$ cat src/rtl/uart_tx_fifo_drain_pkg.sv
// Shared definitions for the FIFO-draining UART transmitter: FSM encoding,
// data width and the parity helper. Parity is only used when UART_TX_PARITY_EN is defined.
package uart_tx_fifo_drain_pkg;

  localparam int DATA_BITS = 8;

  typedef enum logic [2:0] {
    IDLE   = 3'd0,
    START  = 3'd1,
    DATA   = 3'd2,
    STOP   = 3'd3,
    PARITY = 3'd4
  } state_t;

  function automatic logic even_parity(input logic [DATA_BITS-1:0] data);
    return ^data;
  endfunction

endpackage

$ cat src/rtl/uart_tx_fifo_drain_bit_timer.sv
// Per-bit cycle counter: bit_end marks the last clock of a bit; clear restarts the count.
module uart_bit_timer #(
  parameter int BIT_CYCLES = 16
) (
  input  logic clk,
  input  logic rst,
  input  logic clear,
  output logic bit_end
);

  localparam int CNT_W = $clog2(BIT_CYCLES);

  logic [CNT_W-1:0] count_q;
  logic [CNT_W-1:0] count_d;

  assign bit_end = (count_q == CNT_W'(BIT_CYCLES - 1));

  always_comb begin
    count_d = count_q + CNT_W'(1);
    if (clear || bit_end) begin
      count_d = '0;
    end
  end

  always_ff @(posedge clk or negedge rst) begin
    if (!rst) begin
      count_q <= '0;
    end else begin
      count_q <= count_d;
    end
  end

endmodule

$ cat src/rtl/uart_tx_fifo_drain.sv
// UART 8N1 transmitter that pops one byte per frame from a FIFO and shifts it out LSB-first.
// Define UART_TX_PARITY_EN to insert an even-parity bit between the data bits and the stop bit.
module uart_tx_fifo_drain
  import uart_tx_fifo_drain_pkg::*;
#(
  parameter int CLK_FREQ  = 100_000_000,
  parameter int BAUD_RATE = 9600
) (
  input  logic                 clk,
  input  logic                 rst,
  input  logic                 fifo_empty,
  input  logic [DATA_BITS-1:0] fifo_pop_data,
  output logic                 fifo_pop,
  output logic                 tx,
  output logic                 tx_busy,
  output logic                 tx_done
);

  localparam int BIT_CYCLES = CLK_FREQ / BAUD_RATE;

  state_t               state_q, state_d;
  logic [DATA_BITS-1:0] shift_q, shift_d;
  logic [2:0]           bit_idx_q, bit_idx_d;
  logic                 tx_q, tx_d;
  logic                 busy_q, busy_d;
  logic                 done_q, done_d;
`ifdef UART_TX_PARITY_EN
  logic                 parity_q, parity_d;
`endif
  logic                 bit_end;
  logic                 timer_clear;

  // Gated by rst so the FIFO is never popped while the transmitter is held in reset.
  assign fifo_pop    = rst & (state_q == IDLE) & ~fifo_empty;
  assign timer_clear = (state_q == IDLE) | bit_end;

  uart_bit_timer #(
    .BIT_CYCLES(BIT_CYCLES)
  ) u_bit_timer (
    .clk    (clk),
    .rst    (rst),
    .clear  (timer_clear),
    .bit_end(bit_end)
  );

  always_comb begin
    state_d   = state_q;
    shift_d   = shift_q;
    bit_idx_d = bit_idx_q;
    tx_d      = tx_q;
    busy_d    = busy_q;
    done_d    = 1'b0;
`ifdef UART_TX_PARITY_EN
    parity_d  = parity_q;
`endif
    case (state_q)
      IDLE: begin
        if (fifo_pop) begin
          shift_d   = fifo_pop_data;
          bit_idx_d = '0;
          tx_d      = 1'b0;
          busy_d    = 1'b1;
          state_d   = START;
`ifdef UART_TX_PARITY_EN
          parity_d  = even_parity(fifo_pop_data);
`endif
        end
      end
      START: begin
        if (bit_end) begin
          state_d   = DATA;
          bit_idx_d = '0;
          tx_d      = shift_q[0];
        end
      end
      DATA: begin
        if (bit_end) begin
          shift_d = shift_q >> 1;
          if (bit_idx_q == 3'(DATA_BITS - 1)) begin
`ifdef UART_TX_PARITY_EN
            state_d = PARITY;
            tx_d    = parity_q;
`else
            state_d = STOP;
            tx_d    = 1'b1;
`endif
          end else begin
            bit_idx_d = bit_idx_q + 3'd1;
            tx_d      = shift_q[1];
          end
        end
      end
`ifdef UART_TX_PARITY_EN
      PARITY: begin
        if (bit_end) begin
          state_d = STOP;
          tx_d    = 1'b1;
        end
      end
`endif
      STOP: begin
        if (bit_end) begin
          state_d = IDLE;
          busy_d  = 1'b0;
          done_d  = 1'b1;
        end
      end
      default: begin
        state_d = IDLE;
        tx_d    = 1'b1;
        busy_d  = 1'b0;
      end
    endcase
  end

  always_ff @(posedge clk or negedge rst) begin
    if (!rst) begin
      state_q   <= IDLE;
      shift_q   <= '0;
      bit_idx_q <= '0;
      tx_q      <= 1'b1;
      busy_q    <= 1'b0;
      done_q    <= 1'b0;
`ifdef UART_TX_PARITY_EN
      parity_q  <= 1'b0;
`endif
    end else begin
      state_q   <= state_d;
      shift_q   <= shift_d;
      bit_idx_q <= bit_idx_d;
      tx_q      <= tx_d;
      busy_q    <= busy_d;
      done_q    <= done_d;
`ifdef UART_TX_PARITY_EN
      parity_q  <= parity_d;
`endif
    end
  end

  assign tx      = tx_q;
  assign tx_busy = busy_q;
  assign tx_done = done_q;

endmodule

$ cat config.mk
export PLATFORM = sky130hd
export DESIGN_NAME = uart_tx_fifo_drain
export DESIGN_NICKNAME = d
export VERILOG_FILES = /design/src/rtl/uart_tx_fifo_drain_pkg.sv /design/src/rtl/uart_tx_fifo_drain_bit_timer.sv /design/src/rtl/uart_tx_fifo_drain.sv
export SDC_FILE = /design/constraint.sdc
export NUM_CORES = 1
export LEC_CHECK = 0
export CORE_MARGIN = 1.5
export CORE_UTILIZATION = 56
export DETAILED_ROUTE_END_ITERATION = 8
export GPL_TIMING_DRIVEN = 0
export MAX_ROUTING_LAYER = met4
export PLACE_DENSITY = 0.86
export REMOVE_ABC_BUFFERS = 1
export SLEW_MARGIN = 20
export SYNTH_ARGS = -nofsm -noshare
export SYNTH_HDL_FRONTEND = slang
export SYNTH_SLANG_ARGS = --single-unit
$ cat constraint.sdc
create_clock -name clk -period 2.95 [get_ports clk]
set_clock_uncertainty 0.2 [all_clocks]
set_input_delay 0.295 -clock clk [delete_from_list [all_inputs] [get_ports clk]]
set_output_delay 0.295 -clock clk [all_outputs]
set_load 0.02 [all_outputs]
======== Word-level counts from Yosys, hierarchy flattened ========
Index checks and enable logic that the tools add are counted.
word-level totals
  flip-flop bits (word level) ............. 31
  input bits .............................. 11
operators by class
  equal/unequal tests ..................... 11
  reduce and logical (&&, ||, !) cells .... 10
  $add $sub $neg .......................... 2
  mux-type cells .......................... 24
  bitwise logic cells ..................... 6
operators by type and width
  kind                                                 number
  2-to-1 mux 3 bit                                     8
  2-to-1 mux 8 bit                                     2
  case mux 8 bit (2 select lines)                      1
  adder 14 x 1 -> 14 bit, second input constant        1
  equality test 14 bit, second input constant          1
  2-to-1 mux 14 bit                                    1
  inequality test 2 bit, second input constant         6
  case mux 3 bit (4 select lines)                      1
  AND reduction 5 bit                                  2
  case mux 3 bit (3 select lines)                      1
  2-to-1 mux 1 bit                                     8
  equality test 3 x 2 -> 1 bit, second input constant  2
  AND reduction 3 bit                                  2
  case mux 1 bit (4 select lines)                      1
  AND reduction 4 bit                                  1
  adder 3 x 1 -> 3 bit, second input constant          1
  equality test 3 x 1 -> 1 bit, second input constant  1
  equality test 3 bit, second input constant           1
  zero test 3 bit                                      1
  inverter 1 bit                                       3
  case mux 1 bit (3 select lines)                      1
  nonzero test 3 bit                                   1
  bitwise AND 1 bit                                    2
  nonzero test 2 bit                                   1
  3 further kinds                                      3

======== Logic depth before layout (Yosys ltp) ========
  depth after elaboration ................. 5
  gate-level depth with buffers ........... 7
  mapped depth without buffers ............ 6

======== By module ========
From an unflattened synthesis, not the netlist that was laid out.
second synthesis, totals
  cells, all modules ...................... 159
  area, all modules ....................... 1670.4 µm²
modules (own cells, without submodules)
  module              instances  seq. area each (µm²)  area each (µm²)  cells each
  uart_tx_fifo_drain  1          401.6                 940.9            89
  uart_bit_timer      1          350.3                 729.4            70

======== Worst setup path after synthesis ========
No wires, ideal clock.
  kind .................................... register to register
  start point ............................. register u_bit_timer.count_q[9]
  end point ............................... register u_bit_timer.count_q[11]
  data arrival time ....................... 1847 ps
  cell stages (with the launch flop) ...... 6
  required time ........................... 2631 ps
  setup time .............................. 119 ps
  slack ................................... 784 ps
  cell sequence ........................... dfrtp_1 -> or4_4 -> or4_4 -> or2b_2 -> buf_6 -> nor2_1
on the way
  cells in the longest elaborated chain, start to end .. 4
  elaborated cells on any way between the ends .. 5
RTL lines
  item                                                                            line                                source
  start, declared                                                                 uart_tx_fifo_drain_bit_timer.sv:13  logic [CNT_W-1:0] count_q;
  start signal, assigned                                                          uart_tx_fifo_drain_bit_timer.sv:29  count_q <= count_d;
  parallel branches: the longest is 3 deep, another holds adder 14 x 1 -> 14 bit  --
  2-to-1 mux 14 bit (*)                                                           uart_tx_fifo_drain_bit_timer.sv:20  if (clear || bit_end) begin
  via u_bit_timer.count_d[11]                                                     uart_tx_fifo_drain_bit_timer.sv:14  logic [CNT_W-1:0] count_d;
Mark *: on every way through the listed nets, which the timed path passes.
A chain may end at the register's enable or synchronous reset.

======== Worst setup path after layout ========
  start point ............................. register u_bit_timer.count_q[9]
  end point ............................... register shift_q[6]
on the way
  cells in the longest elaborated chain, start to end .. 3
RTL lines
  item                             line                                source
  equality test 14 bit             uart_tx_fifo_drain_bit_timer.sv:16  assign bit_end = (count_q == CNT_W'(BIT_CYCLES - 1));
  inequality test 2 bit (no line)  --
  AND reduction 3 bit (no line)    --
  end signal, assigned             uart_tx_fifo_drain.sv:129           shift_q <= shift_d;
  end, declared                    uart_tx_fifo_drain.sv:22            logic [DATA_BITS-1:0] shift_q, shift_d;
Every way passes these cells.

==> qor.csv <==
metric;value;unit
clkLatencyLatePin;0.33;ns
cp_slowest_cell;nor4_2;
power;693.3;µW
dieHeight;56.88;µm
cts_setup_buffers;0;
cts_max_level;2;
outcome;complete, no violations;
first_pass_iters;4;
rsz0062_at_grt;false;
synth_cell_types;43;
grt_pass1_wl;5278;µm
vias;1228;
crit_family;simple AND/OR/NAND/NOR gates;
worstSetupPathType;register to register;
ys_seq_area_frac;0.4627;
ant_nets;0;
cts_inserted_buffers;5;
start_util;0.5894;
grt_pass1_vias;1249;
peakVddDrop;0.3542;mV
fin_util;0.6665;
critPathBufInv;0;
arrival;2.77;ns
route.detailed.drc;0;
clkTransAtPathRegs;0.09;ns
max_slew_margin;0.4033;
ioPinCount;15;
grt_usage;0.2185;
die-area;3235;µm²
core;2758;µm²
synth_area;1625;µm²
worstMarginPinSlew;0.8876;ns
grt-busiest-layer;met2;
cp_cell_sequence;or4_4, nor4_2, nand3_2, o221a_2;
ys_warn_count;0;
diodes;0;
max_cap_viol_count;0;
fillers;208;
syn_inst;155;
synthTopCellsByArea;dfrtp_1 45%, ha_1 6.2%, o221a_2 4.8%;
overflow;0;
finalCritPeriodShare;0.9335;
io_buffers;14;
num_rows;19;
wirelength;2986;µm
die_x;56.88;µm
max_stage_delay;0.79;ns
synth_area_per_cell;10.49;µm²
fmax;363.1;MHz
cts_tree;yes;
synth-seq-cells;30;
drt_iter0_markers;37;
clock_path_buffers;2;
drive_above_1_share;0.1453;
multiInputGateArea;824.5;µm²
yosysTopAreaCell;dfrtp_1;
synthDominantCellAreaShare;0.4465;
antenna_found_initial;0;
fin_crit;2.754;ns
grt_max_degree;33;
r2r_slack;0.20;ns
post_drt_wl_per_cell;14.71;µm
cp-startpoint;u_bit_timer.count_q[9];
synthToLayoutAreaGrowth;13.09;%
dp_hpwl;2116;µm
startpoint_type;register;
path_max_fanout;11;
slew_violations;0;
endpoint_kind;register;
cp.required;2.97;ns
finalHoldViolCount;0;
clock-sinks;30;
hold_class;input port to async pin;
grtUsageMet1;0.2620;
avgViaCountPerCell;6.049;
r2r-end;shift_q[6];
r2r_start;u_bit_timer.count_q[9];
grtUsageMet3;0.07604;
cellPowerDensity;377.2;nW/µm²
gp_congestion;0.8026;
reg2reg_depth;4;
met2_usage;0.3472;
cts_root_buf;clkbuf_4;
finalSetupViolations;0;
final_nets;190;
area.sequential;752.0;µm²
p_leak;0.8074;nW
==> repair_timing <==
action	CTS	global route
endpoints found under the setup margin	0	1
resized for setup	0	1
hold buffers	1	0
hold endpoints to repair	29	0
==> cell type report <==
type,count,area share
multi-input combinational,115,0.4486
sequential,30,0.4091
timing repair buffer,15,0.08033
clock buffer,7,0.02995
tap,31,0.02110
inverter,4,0.008169
clock inverter,1,0.002723
==> per-stage QoR <==
| step | TNS (ns) | setup WS, ns | instances | area, µm² | hold slack (ns) |
|---|---|---|---|---|---|
| global placement | -2.742 | -0.3026 | 194 | 1770 | 0.2451 |
| detailed placement | 0 | 0.1947 | 194 | 1765 | 0.1713 |
| CTS | 0 | 0.02332 | 203 | 1836 | 0.2709 |
| floorplan | 0 | 0.5258 | 149 | 1592 | -0.2006 |
| global route | 0 | 0.08167 | 203 | 1838 | 0.2828 |
| finish | 0 | 0.1962 | 203 | 1838 | 0.2572 |
==> layer usage <==
layer	wire length, µm	vias to the layer above	part of all wire
li1	-	596	-
met1	1382	600	0.46
met2	1447	30	0.48
met3	135	2	0.045
met4	21	0	0.0070
met5	0	-	0
==> how the worst max path moves through the flow <==
stage	to	slack [ns]	depth (start not counted)
after detailed placement	shift_q[1]	0.19	4
after global routing	shift_q[0]	0.08	4
after floorplan	shift_q[1]	0.53	4
after global placement	fifo_pop	-0.30	4
final	shift_q[6]	0.20	4
after CTS	fifo_pop	0.02	5
==> cells in the mapped netlist (all sizes together) <==
| master | number |
|---|---|
| clkbuf | 3 |
| dfstp | 1 |
| o211ai | 2 |
| a21oi | 3 |
| inv | 4 |
| mux2 | 2 |
| o2111ai | 1 |
| a221oi | 1 |
| a31o | 1 |
| nor2 | 18 |
| and2 | 3 |
| a211oi | 1 |
| nor2b | 2 |
| or4 | 2 |
| buf | 3 |
| o22ai | 1 |
| and4 | 2 |
| a2bb2oi | 1 |
| xnor2 | 6 |
| ha | 8 |
| o221a | 7 |
| a22o | 2 |
| o21ai | 4 |
| nand2 | 8 |
| nand3 | 4 |
| o311ai | 1 |
| or2b | 1 |
| and3 | 3 |
| nor4 | 3 |
| nand4 | 5 |
| a21boi | 1 |
| nor3 | 4 |
| dfrtp | 29 |
| or4bb | 1 |
| o2bb2ai | 1 |
| nand2b | 9 |
| a31oi | 1 |
| xor2 | 6 |
==> where the power goes <==
part	switching, mW	internal, mW	total, mW
Sequential	0.000323	0.412	0.412
Clock	0.138	0.115	0.254
Combinational	0.0122	0.0156	0.0278
Total	0.151	0.542	0.693
==> worst reg2reg max path, cell delays in order, from the launching register on <==
cell     delay, ns
dfrtp_1       0.45
or4_4         0.57
nor4_2        0.79
nand3_2       0.30
o221a_2       0.35
==> cells by family after synthesis <==
family,synth area share
AOI/OAI and AO/OA,0.1424
xor gates and xnor gates,0.06466
adders and majority gates,0.06159
buffers and inverters,0.03002
muxes,0.01386
DFF,0.4627
and+or+nand+nor,0.2248
==> cell usage in the layout (no fill, tap or decap), drive strengths merged, types with 3 or more instances in the layout <==
cell type      count
dfrtp             29
nor2              18
clkdlybuf4s50     13
nand2b             9
nand2              8
ha                 8
clkbuf             8
o221a              7
xor2               6
xnor2              6
nand4              5
nor3               4
inv                4
nand3              4
o21ai              4
and2               3
and3               3
a21oi              3
nor4               3
==> state kept, by name (all words and copies together) (netlist names) <==
name / flops
tx_busy: 1
shift_q: 8
bit_idx_q: 3
tx_done: 1
u_bit_timer.count_q: 14
state_q: 2
tx: 1
(Power assumes the default switching activity.)
